<file path="src/rtl/board_display_scanner.sv">
// Scans a snapshotted nine-cell board image onto a nine-digit common-anode 7-segment bank.
// Latency: outputs registered one cycle after the digit index changes; snapshot taken once per frame.
// Backpressure: none; free-running scan, inputs sampled only at frame-boundary snapshot loads.
module board_display_scanner #(
    parameter int REFRESH_DIV = 50000,
    parameter int BLINK_DIV   = 12500000
) (
    input  logic        Clk,
    input  logic        reset_n,
    input  logic [62:0] convert,
    input  logic [3:0]  I,
    input  logic        P1Won,
    input  logic        P2Won,
    output logic [8:0]  An,
    output logic [6:0]  Seg,
    output logic        Dp,
    output logic        FrameStart
);

    localparam int RW = (REFRESH_DIV > 2) ? $clog2(REFRESH_DIV) : 1;
    localparam int BW = (BLINK_DIV > 2) ? $clog2(BLINK_DIV) : 1;

    logic [RW-1:0] rc;
    logic [3:0]    d;
    logic [BW-1:0] bc;
    logic          phase;
    logic [62:0]   snap_conv;
    logic [3:0]    snap_I;
    logic          snap_win;
    logic          load_pending;

    logic          rc_tc;
    logic          bc_tc;
    logic          d_wrap;
    logic          load;
    logic [3:0]    d_safe;
    logic [6:0]    field;
    logic [8:0]    an_nxt;
    logic [6:0]    seg_nxt;
    logic          dp_nxt;

    assign rc_tc  = (rc == RW'(REFRESH_DIV - 1));
    assign bc_tc  = (bc == BW'(BLINK_DIV - 1));
    assign d_wrap = rc_tc && (d == 4'd8);
    // The very first cycle after reset loads a snapshot without advancing the scan,
    // so digit 0 gets its full dwell time from fresh data.
    assign load   = load_pending || d_wrap;
    assign d_safe = (d > 4'd8) ? 4'd0 : d;

    // Refresh counter and digit index; frozen during the initial snapshot load.
    always_ff @(posedge Clk) begin
        if (!reset_n) begin
            rc <= '0;
            d  <= 4'd0;
        end else if (!load_pending) begin
            if (rc_tc) begin
                rc <= '0;
                d  <= (d >= 4'd8) ? 4'd0 : d + 4'd1;
            end else begin
                rc <= rc + RW'(1);
            end
        end
    end

    // Blink counter runs live from the first active cycle; it is never snapshotted.
    always_ff @(posedge Clk) begin
        if (!reset_n) begin
            bc    <= '0;
            phase <= 1'b1;
        end else if (bc_tc) begin
            bc    <= '0;
            phase <= ~phase;
        end else begin
            bc    <= bc + BW'(1);
        end
    end

    // Board image snapshot, taken once per frame so a move never tears the display.
    always_ff @(posedge Clk) begin
        if (!reset_n) begin
            snap_conv    <= '0;
            snap_I       <= 4'd0;
            snap_win     <= 1'b0;
            load_pending <= 1'b1;
            FrameStart   <= 1'b0;
        end else begin
            load_pending <= 1'b0;
            FrameStart   <= load;
            if (load) begin
                snap_conv <= convert;
                snap_I    <= I;
                snap_win  <= P1Won | P2Won;
            end
        end
    end

    // Select the current digit's pattern and apply cursor/win blinking.
    always_comb begin
        field   = snap_conv[6:0];
        for (int k = 0; k < 9; k++) begin
            if (d_safe == 4'(k)) field = snap_conv[7*k +: 7];
        end
        an_nxt  = ~(9'd1 << d_safe);
        seg_nxt = field;
        dp_nxt  = 1'b1;
        if (snap_win) begin
            if (!phase) begin
                an_nxt  = 9'h1FF;
                seg_nxt = 7'h7F;
            end
        end else if (snap_I == d_safe) begin
            // snap_I of 9..15 can never equal d_safe, so no cursor is shown then.
            if (phase) dp_nxt  = 1'b0;
            else       seg_nxt = 7'h7F;
        end
    end

    // Registered drive of the display bank; blank until the first snapshot is in place.
    always_ff @(posedge Clk) begin
        if (!reset_n || load_pending) begin
            An  <= 9'h1FF;
            Seg <= 7'h7F;
            Dp  <= 1'b1;
        end else begin
            An  <= an_nxt;
            Seg <= seg_nxt;
            Dp  <= dp_nxt;
        end
    end

endmodule

</file>
<file path="config.mk">
export PLATFORM = sky130hd
export DESIGN_NAME = board_display_scanner
export DESIGN_NICKNAME = d
export VERILOG_FILES = /design/src/rtl/board_display_scanner.sv
export SDC_FILE = /design/constraint.sdc
export NUM_CORES = 1
export LEC_CHECK = 0
export BUFFER_PORTS_ARGS = -buffer_cell sky130_fd_sc_hd__buf_2
export CORE_MARGIN = 3
export CORE_UTILIZATION = 60
export CTS_CLUSTER_DIAMETER = 80
export DETAILED_ROUTE_END_ITERATION = 10
export PLACE_DENSITY_LB_ADDON = 0.2
export SLEW_MARGIN = 10
export SYNTH_ARGS = -nofsm -noshare
export SYNTH_HDL_FRONTEND = slang
export SYNTH_SLANG_ARGS = --single-unit
</file>
<file path="constraint.sdc">
create_clock -name Clk -period 6.4 [get_ports Clk]
set_clock_uncertainty 0.15 [all_clocks]
set_input_delay 0.64 -clock Clk [delete_from_list [all_inputs] [get_ports Clk]]
set_output_delay 0.64 -clock Clk [all_outputs]
set_load 0.02 [all_outputs]
</file>
---- Yosys cells after proc, flatten, opt, wreduce, memory -nomap -nowiden ----
Index checks and enable logic that the tools add are counted.
word-level totals
  register bits after elaboration ......... 132
  bits in latches ......................... 0
  RAM bits ................................ 0
  ROM bits ................................ 0
  input bits .............................. 71
  word-level logic and storage cells ...... 61
  memories ................................ 0
operators by class
  add/sub/neg operators ................... 3
  multipliers ............................. 0
  div/mod/pow operators ................... 0
  $lt $le $gt $ge ......................... 2
  equality and inequality tests ........... 12
  shifts and indexed selects .............. 1
  mux-type cells .......................... 18
  bitwise operators ....................... 6
  reductions and logical operators ........ 7
operator list
  kind                   count
  $mux 7                 11
  $add 24x1->24 const B  1
  $eq 24x24->1 const B   1
  $mux 9                 2
  $add 16x1->16 const B  1
  $eq 16x16->1 const B   1
  $eq 4x3->1 const B     4
  $mux 16                1
  $not 9->9              1
  $shl 1x4->9 const A    1
  $eq 4x2->1 const B     2
  $eq 4x4->1 const B     2
  $mux 4                 2
  $add 4x1->4 const B    1
  $eq 4x1->1 const B     1
  $eq 4x4->1             1
  $ge 4x4->1 const B     1
  $gt 4x4->1 const B     1
  $not 1->1              4
  $reduce_or 3->1        1
  $logic_or 1x1->1       2
  $mux 1                 2
  $reduce_and 2->1       1
  $reduce_or 2->1        1
  3 further kinds        3

---- Depth between registers and ports, before layout ----
Gate-level depths: netlist of run 1.
  word-level depth ........................ 14
  mapped depth ............................ 11
  gate-level depth less buffers ........... 7

---- Worst setup path before layout of run 1 ----
No wires, ideal clock.
  kind .................................... register -> register
  start ................................... register d[0]
  end ..................................... register snap_conv[24]
  setup time .............................. 0.123 ns
  data arrival time ....................... 2.123 ns
  data required time ...................... 6.127 ns
  slack ................................... 4.004 ns
  stages on the path, launching flop included .. 11
  period minus slack after synthesis ...... 2.396 ns
  cells stage by stage .................... dfxtp_1 -> clkbuf_1 -> inv_1 -> buf_1 -> ha_1 -> nand3b_1 -> o31ai_1 -> buf_2 -> buf_6 -> buf_2 -> o21ai_0
between the ends
  cells in the longest elaborated chain, start to end .. 3
RTL lines
  what                      line  source
  start: declaration        24    logic [3:0] d;
  start signal: assignment  58    d <= (d >= 4'd8) ? 4'd0 : d + 4'd1;
  $eq 4x4->1                44    assign d_wrap = rc_tc && (d == 4'd8);
  $logic_and 1x1->1         44
  $logic_or 1x1->1          47    assign load = load_pending || d_wrap;
  end signal: assignment    90    snap_conv <= convert;
  end: declaration          27    logic [62:0] snap_conv;
No other way between the ends.
A chain may end at the register's enable or synchronous reset.

---- Worst setup path in the final report of run 1 ----
  start ................................... register d[3]
  end ..................................... register snap_conv[32]
The elaborated chain is that of the path after synthesis.

==> impl_metrics.py, run 1 <==
metrics = {
    "run_status": {
        "status": "finished clean",
    },
    "global_routing": {
        "grt_start_max_net_pins": 138,
        "grt_pass1_wl_um": 24600,
        "global_route_total_usage_across_every_layer_pct": 27.1,
        "gr-total-overflow": 0,
        "antenna_found_initial": 0,
        "first_global_vias": 5191,
    },
    "clock_network": {
        "clockRootBuffer": "sky130_fd_sc_hd__clkbuf_8",
        "clock_tree.buffer_depth": 2,
        "cts_tree": "built",
        "cts_htree_levels": 4,
        "cts_repair_resize_count": 0,
        "clkSinkCount": 132,
        "worst_setup_hold_path_clk_slew_ns": 0.06,
        "cts_hold_buf": 0,
        "cts-buffers-inserted": 17,
        "post_cts.repair.setup_buffers": 0,
        "clk_latency_ns": 0.53,
    },
    "route": {
        "drt_pre_antenna_iters": 5,
        "remaining_drc_errors": 0,
        "first_iter_violations": 522,
        "route.detailed.wl_per_inst_um": 15.9,
        "route.antenna.remaining_nets": 0,
        "totalWireLength_um": 15200,
        "total_number_of_vias": 5580,
        "viasPerCell": 5.86,
    },
    "cells_and_area": {
        "num-fill-cells": 711,
        "final-seq-area_um2": 2640,
        "share_of_cells_above_drive_strength_1_pct": 15.7,
        "design_area_um2": 7030,
        "antenna_cells": 0,
        "multi_input_comb_area_um2": 3040,
        "final_common_cell": "sky130_fd_sc_hd__dfxtp_1",
        "final_net_count": 886,
        "highest_count_cells_in_the_layout_ignoring_fill_and_taps": "sky130_fd_sc_hd__dfxtp_1, sky130_fd_sc_hd__nand2_1, sky130_fd_sc_hd__nand3_1, sky130_fd_sc_hd__buf_2, sky130_fd_sc_hd__o21ai_0",
        "final_core_util_pct": 74.3,
        "layout-area-overhead-vs-synth_pct": 17.6,
    },
    "die": {
        "die_width_um": 106,
        "core_area_um2": 9460,
        "placement_rows": 35,
        "height_of_the_chip_um": 106,
        "die-area_um2": 11200,
        "initial_core_util_pct": 63.1,
        "floorplan.io_pins": 89,
    },
    "power_and_ir_drop": {
        "pwr_density_cell_nw_per_um2": 289,
        "power.leakage_nw": 2.64,
        "sequentialPowerShare_pct": 43.4,
        "netSwitchingFraction_pct": 23.6,
        "share_comb_of_total_power_pct": 5.8,
        "peak_supply_drop_mv": 0.346,
        "switching_power_mw": 0.479,
        "p_clk_share_pct": 50.8,
        "internal-power_mw": 1.55,
    },
    "min_path": {
        "worstHoldPathType": "in -> reg",
        "hold_start": "convert[25]",
        "min_to": "snap_conv[25]",
        "whs_path_depth": 3,
    },
    "timing": {
        "achievable-frequency_mhz": 318,
        "finalSetupViolCount": 0,
        "final-max-slew-violation-count": 0,
        "timing_worst_slew_pin_value_ns": 1.13,
        "fin_setup_tns_ns": 0,
        "final_critical_path_share_of_the_clock_period_pct": 49.2,
        "final_hold_viol_count": 0,
        "fin_crit_ns": 3.15,
        "max_slew_margin_pct": 24.8,
        "final.hold.worst_slack_ns": 0.179,
        "grt_setup_unrepaired": "false",
    },
    "logic_synthesis": {
        "syn_inst": 752,
        "synthDistinctLibCells": 50,
        "yosys_register_bits": 132,
        "ys_dominant_reg_cell": "sky130_fd_sc_hd__dfxtp_1",
        "async_set_or_reset_flop_fraction_in_the_synthesized_netlist_pct": 0,
        "synth_warnings": 0,
        "synth.yosys.seq_area_share_pct": 44.2,
        "synth_edf_count": 0,
        "mean_area_per_synthesized_cell_um2": 7.94,
        "mappedNetlistArea_um2": 5970,
        "post_syn_nets": 827,
    },
    "critical_path": {
        "worst_r2r_path_depth": 4,
        "critPathCaptureType": "flop",
        "worstSetupPathType": "reg -> reg",
        "critical_path.max_stage_delay_ns": 0.92,
        "critical_path.slowest_cell": "sky130_fd_sc_hd__dfxtp_1",
        "worst_ep_required_time_ns": 6.59,
        "critical_path.reg2reg.startpoint": "d[3]",
        "ff2ff_setup_slack_ns": 3.25,
        "worst_setup_path_start_kind": "flop",
        "timing.rr.end": "snap_conv[32]",
        "critPathMaxFanout": 137,
        "worst_ep_arrival_time_ns": 3.34,
        "timing.critical_path.cells": "nand3b_1 -> o31ai_4 -> buf_4 -> o21ai_0",
    },
    "placement": {
        "place_hpwl_um": 10100,
        "port_buffers": 88,
        "placed_cell_area_um2": 6400,
        "globalplace.congestion": 0.969,
    },
    "run": {
        "max-cap-violations": 0,
    },
}
flip-flops by register name, summed over array words and instances, names as in the netlist:
name	flops
load_pending	1
An	9
FrameStart	1
snap_win	1
Dp	1
bc	24
snap_I	4
snap_conv	63
Seg	7
rc	16
d	4
phase	1
cell families after synthesis:
family,count (synthesis),synth area share (%)
adder cells (fa/ha/maj),4,0.838
flip-flops,132,44.2
AND/OR/NAND/NOR,341,27.2
multiplexers,4,0.691
buffers and inverters,71,5.03
XOR/XNOR,39,5.72
AO/OA/AOI/OAI,161,16.3
cell type report:
cell class	instances	share of cell area, %
Timing Repair Buffer	94	6.95
Sequential cell	132	37.6
Clock inverter	13	2.81
Inverter	17	0.908
Multi-Input combinational cell	549	43.3
Tap cell	129	2.30
Clock buffer	18	6.09
Yosys cell counts (all sizes together) (5+ instances only):
master	count	share of area (%)
dfxtp	132	44
nand2	102	6.4
nand3	94	7.9
o21ai	86	7.2
nor2	67	4.2
clkbuf	33	2.1
xnor2	24	3.5
buf	21	1.9
a21oi	19	1.6
inv	16	1.0
xor2	15	2.2
nor3	12	1.0
a2bb2oi	10	1.5
nand2b	9	0.94
nor3b	8	1.0
nand4	7	0.73
nor4	7	0.73
o22ai	7	0.73
a21o	6	0.75
nor2b	6	0.63
o211ai	6	0.75
a221o	5	0.84
and2	5	0.52
and4	5	0.73
o31ai	5	0.63
worst max-delay path by stage:
stage	from	slack [ns]	end
after detailed placement	d[3]	3.40	snap_conv[52]
final	d[3]	3.25	snap_conv[32]
after floorplan	d[0]	4.00	snap_conv[24]
after global placement	reset_n	3.49	bc[4]
after global routing	d[3]	3.02	snap_conv[32]
after CTS	d[3]	3.32	snap_conv[32]
power groups by stage:
stage | clock network (mW) | logic, mW | registers [mW]
final | 1.03 | 0.117 | 0.881
after global routing | 1.07 | 0.132 | 0.884
after CTS | 1.04 | 0.118 | 0.880
after detailed placement | 0 | 0.116 | 0.897
after global placement | 0 | 0.112 | 0.896
after floorplan | 0 | 0.0714 | 0.895
worst max-delay path, delay by kind of cell, from the launching register on:
kind | cells | cell delay, ns
compound gates | 2 | 0.62
flops | 1 | 0.92
simple gates | 1 | 0.34
buf+inv | 1 | 0.83
metrics by stage:
| step | instances | total power, mW | setup slack (ns) |
|---|---|---|---|
| final | 952 | 2.03 | 3.25 |
| after global routing | 952 | 2.09 | 3.02 |
| after CTS | 952 | 2.04 | 3.32 |
| after detailed placement | 921 | 1.01 | 3.40 |
| after global placement | 921 | 1.01 | 3.49 |
| after floorplan | 752 | 0.967 | 4.00 |
layer usage:
layer | vias to the layer above | global-route usage, % | share of wire (%)
li1 | 2748 | - | -
met1 | 2591 | 34.0 | 42
met2 | 201 | 44.6 | 49
met3 | 40 | 6.80 | 6.3
met4 | 0 | 11.1 | 3.2
met5 | - | 0 | 0
Note: power is estimated with default switching activity, not from simulation.
==> inputs of run 2 (changes only) <==
Settings changed: ABC_AREA set to 1, CORE_UTILIZATION 60 to 51.
Clock period 6.4 ns to 2.8 ns, I/O delays scaled along.
==> run 2 against run 1 <==
Compared with the run above: first-iteration DRC count is 29% lower; sequential power is 130% higher; design area is 8.5% higher; sequential cell count stayed put; sequential share of layout area is 2.9 points lower; register-to-register slack worse by 2.8 ns; critical path type unchanged; largest cell class unchanged; highest routed layer unchanged.
==> impl_metrics.py, run 2 <==
metrics = {
    "cells_and_area": {
        "antenna_cells": 0,
        "highest_count_cells_in_the_layout_ignoring_fill_and_taps": "sky130_fd_sc_hd__nor2_1, sky130_fd_sc_hd__nand2_1, sky130_fd_sc_hd__dfxtp_1, sky130_fd_sc_hd__buf_2, sky130_fd_sc_hd__o21ai_0",
        "layout_top_registers": "snap_conv x63, bc x24, rc x16",
        "multi_input_comb_area_um2": 2750,
        "share_of_cells_above_drive_strength_1_pct": 16.2,
        "final-seq-area_um2": 2640,
        "num-fill-cells": 906,
        "registers.top_by_ff_count": "snap_conv",
        "layout-area-overhead-vs-synth_pct": 30.7,
        "final_core_util_pct": 69.1,
        "largest_register_ff_count": 63,
        "final_net_count": 1044,
        "final_common_cell": "sky130_fd_sc_hd__nor2_1",
        "design_area_um2": 7620,
    },
    "clock_network": {
        "clock_tree.buffer_depth": 2,
        "cts_repair_resize_count": 0,
        "clockRootBuffer": "sky130_fd_sc_hd__clkbuf_16",
        "clk_latency_ns": 0.42,
        "post_cts.repair.setup_buffers": 0,
        "cts_htree_levels": 4,
        "cts-buffers-inserted": 17,
        "clkSinkCount": 132,
        "cts_tree": "built",
        "worst_setup_hold_path_clk_slew_ns": 0.06,
    },
    "placement": {
        "globalplace.congestion": 0.876,
        "port_buffers": 88,
        "place_hpwl_um": 9880,
        "placed_cell_area_um2": 6360,
        "dpl_worst_slack_ns": 0.436,
    },
    "logic_synthesis": {
        "post_synth_main_area_contributors": "sky130_fd_sc_hd__dfxtp_1, sky130_fd_sc_hd__nor2_1, sky130_fd_sc_hd__nand2_1",
        "ys_dominant_reg_cell": "sky130_fd_sc_hd__dfxtp_1",
        "netlist.area_leader.share_pct": 45.3,
        "async_set_or_reset_flop_fraction_in_the_synthesized_netlist_pct": 0,
        "synth_warnings": 0,
        "synth.most_common_cell": "sky130_fd_sc_hd__nor2_1",
        "synthDominantAreaCellType": "sky130_fd_sc_hd__dfxtp_1",
        "synthDistinctLibCells": 40,
        "syn_inst": 819,
        "yosys_register_bits": 132,
        "mappedNetlistArea_um2": 5830,
        "post_syn_nets": 894,
        "mean_area_per_synthesized_cell_um2": 7.12,
        "synth_commonest_cells": "sky130_fd_sc_hd__nor2_1, sky130_fd_sc_hd__nand2_1, sky130_fd_sc_hd__dfxtp_1",
        "synth.yosys.seq_area_share_pct": 45.3,
        "synth_edf_count": 0,
    },
    "global_routing": {
        "global_route_total_usage_across_every_layer_pct": 24.6,
        "grt_pass1_wl_um": 25500,
        "gr-total-overflow": 0,
        "grt_start_max_net_pins": 74,
        "antenna_found_initial": 0,
        "first_global_vias": 5577,
    },
    "run_status": {
        "status": "finished clean",
    },
    "power_and_ir_drop": {
        "pwr_density_cell_nw_per_um2": 629,
        "switching_power_mw": 1.04,
        "p_clk_share_pct": 50.6,
        "peak_supply_drop_mv": 0.977,
        "netSwitchingFraction_pct": 21.7,
        "sequentialPowerShare_pct": 41.8,
        "internal-power_mw": 3.75,
        "share_comb_of_total_power_pct": 7.6,
        "power.leakage_nw": 3.26,
    },
    "timing": {
        "final_critical_path_share_of_the_clock_period_pct": 85.5,
        "max_slew_margin_pct": 57.0,
        "final-max-slew-violation-count": 0,
        "fin_crit_ns": 2.39,
        "achievable-frequency_mhz": 418,
        "final_critical_path_setup_slack_ns": 0.407,
        "final_hold_viol_count": 0,
        "finalSetupViolCount": 0,
        "timing_worst_slew_pin_value_ns": 0.644,
        "fin_setup_tns_ns": 0,
        "grt_setup_unrepaired": "false",
    },
    "die": {
        "initial_core_util_pct": 52.9,
        "placement_rows": 38,
        "die-area_um2": 12800,
        "floorplan.io_pins": 89,
        "height_of_the_chip_um": 113,
        "die_width_um": 113,
        "core_area_um2": 11000,
    },
    "critical_path": {
        "critPathMostFrequentCell": "sky130_fd_sc_hd__nand2_1",
        "worstSetupPathType": "reg -> reg",
        "critPathCaptureType": "flop",
        "critical_path.slowest_cell": "sky130_fd_sc_hd__buf_4",
        "worst_setup_path_start_kind": "flop",
        "critical_path.reg2reg.startpoint": "rc[1]",
        "ff2ff_setup_slack_ns": 0.41,
        "worst_ep_required_time_ns": 3.00,
        "timing.critical_path.cells": "ha_1 -> nand2_1 -> inv_1 -> nand2_1 -> nor4_2 -> nand2_1 -> nand2_2 -> buf_4 -> o21ai_0 -> nor2_1",
        "worst_ep_arrival_time_ns": 2.59,
        "critical_path.max_stage_delay_ns": 0.42,
        "crit_path_start": "rc[1]",
        "cp_num_buf_inv": 2,
        "critPathMaxFanout": 53,
        "critical_path.top_delay_family": "simple AND/OR/NAND/NOR gates",
    },
    "route": {
        "route.detailed.wl_per_inst_um": 13.6,
        "first_iter_violations": 371,
        "remaining_drc_errors": 0,
        "total_number_of_vias": 5851,
        "drt_pre_antenna_iters": 5,
        "route.antenna.remaining_nets": 0,
        "totalWireLength_um": 15300,
        "viasPerCell": 5.21,
    },
    "min_path": {
        "hold_start": "convert[5]",
        "worstHoldPathType": "in -> reg",
    },
    "run": {
        "max-cap-violations": 0,
    },
}
run 2: cell types whose count changed after synthesis, moves of 10 or more:
cell / delta
sky130_fd_sc_hd__nor2_1: +96
sky130_fd_sc_hd__nand3_1: -66
sky130_fd_sc_hd__nand2_1: +56
sky130_fd_sc_hd__inv_1: +44
sky130_fd_sc_hd__a21oi_1: +42
sky130_fd_sc_hd__xnor2_1: -20
sky130_fd_sc_hd__clkbuf_1: -17
sky130_fd_sc_hd__buf_2: -11
sky130_fd_sc_hd__a2bb2oi_1: -10
sky130_fd_sc_hd__inv_2: +10
sky130_fd_sc_hd__o21ai_0: -10
run 2: final timing paths:
kind              endpoint  cells past startpoint
min reg2reg   snap_conv[6]                      2
max          snap_conv[33]                     10
min           snap_conv[5]                      3
max reg2reg  snap_conv[33]                     10
run 2: metrics by stage:
stage          hold slack, ns  instances  power [mW]
2_1_floorplan           0.261        819        2.22
3_3_place_gp            0.273       1028        2.32
3_5_place_dp            0.291       1028        2.33
4_1_cts               0.00618       1122        4.81
5_1_grt                0.0210       1122        4.95
6_report               0.0102       1122        4.79
run 2: logic make-up after synthesis:
kind of cell    synth area share [%]
flops                           45.3
fa+ha+maj                      0.858
simple gates                    31.1
compound gates                  13.6
xor+xnor                        1.65
buf+inv                         7.49
run 2: power by group through the flow:
stage | registers, mW | clock network [mW] | logic, mW
2_1_floorplan | 2.04 | 0 | 0.178
3_3_place_gp | 2.04 | 0 | 0.280
3_5_place_dp | 2.04 | 0 | 0.287
4_1_cts | 2.00 | 2.45 | 0.357
5_1_grt | 2.01 | 2.53 | 0.407
6_report | 2.01 | 2.43 | 0.362
run 2: final cells by class:
class,instances,share of cell area [%]
Multi-Input combinational cell,587,36.1
Sequential cell,132,34.7
Timing Repair Buffer,158,14.9
Clock buffer,22,6.09
Inverter,73,3.60
Clock inverter,10,2.33
Tap cell,140,2.30
run 2: repair_timing:
action,in CTS,in global routing
endpoints found under the setup margin,0,0
hold buffers,62,0
endpoints found under the hold margin,62,0
run 2: per-layer routing:
metal	GRT usage (%)	part of all wire (%)	vias up	routed length (um)
met1	31.4	46	2705	6990
li1	-	-	2953	-
met5	0	0	-	0
met2	40.9	48	172	7280
met4	8.41	1.6	0	252
met3	5.83	5.1	21	775
run 2: worst reg2reg max path: cells and delay by family, from the launching register on:
kind	cells	cell delay (ns)
AOI/OAI and AO/OA	1	0.21
adders and majority gates	1	0.22
buffers and inverters	2	0.49
DFF	1	0.36
and+or+nand+nor	6	0.88
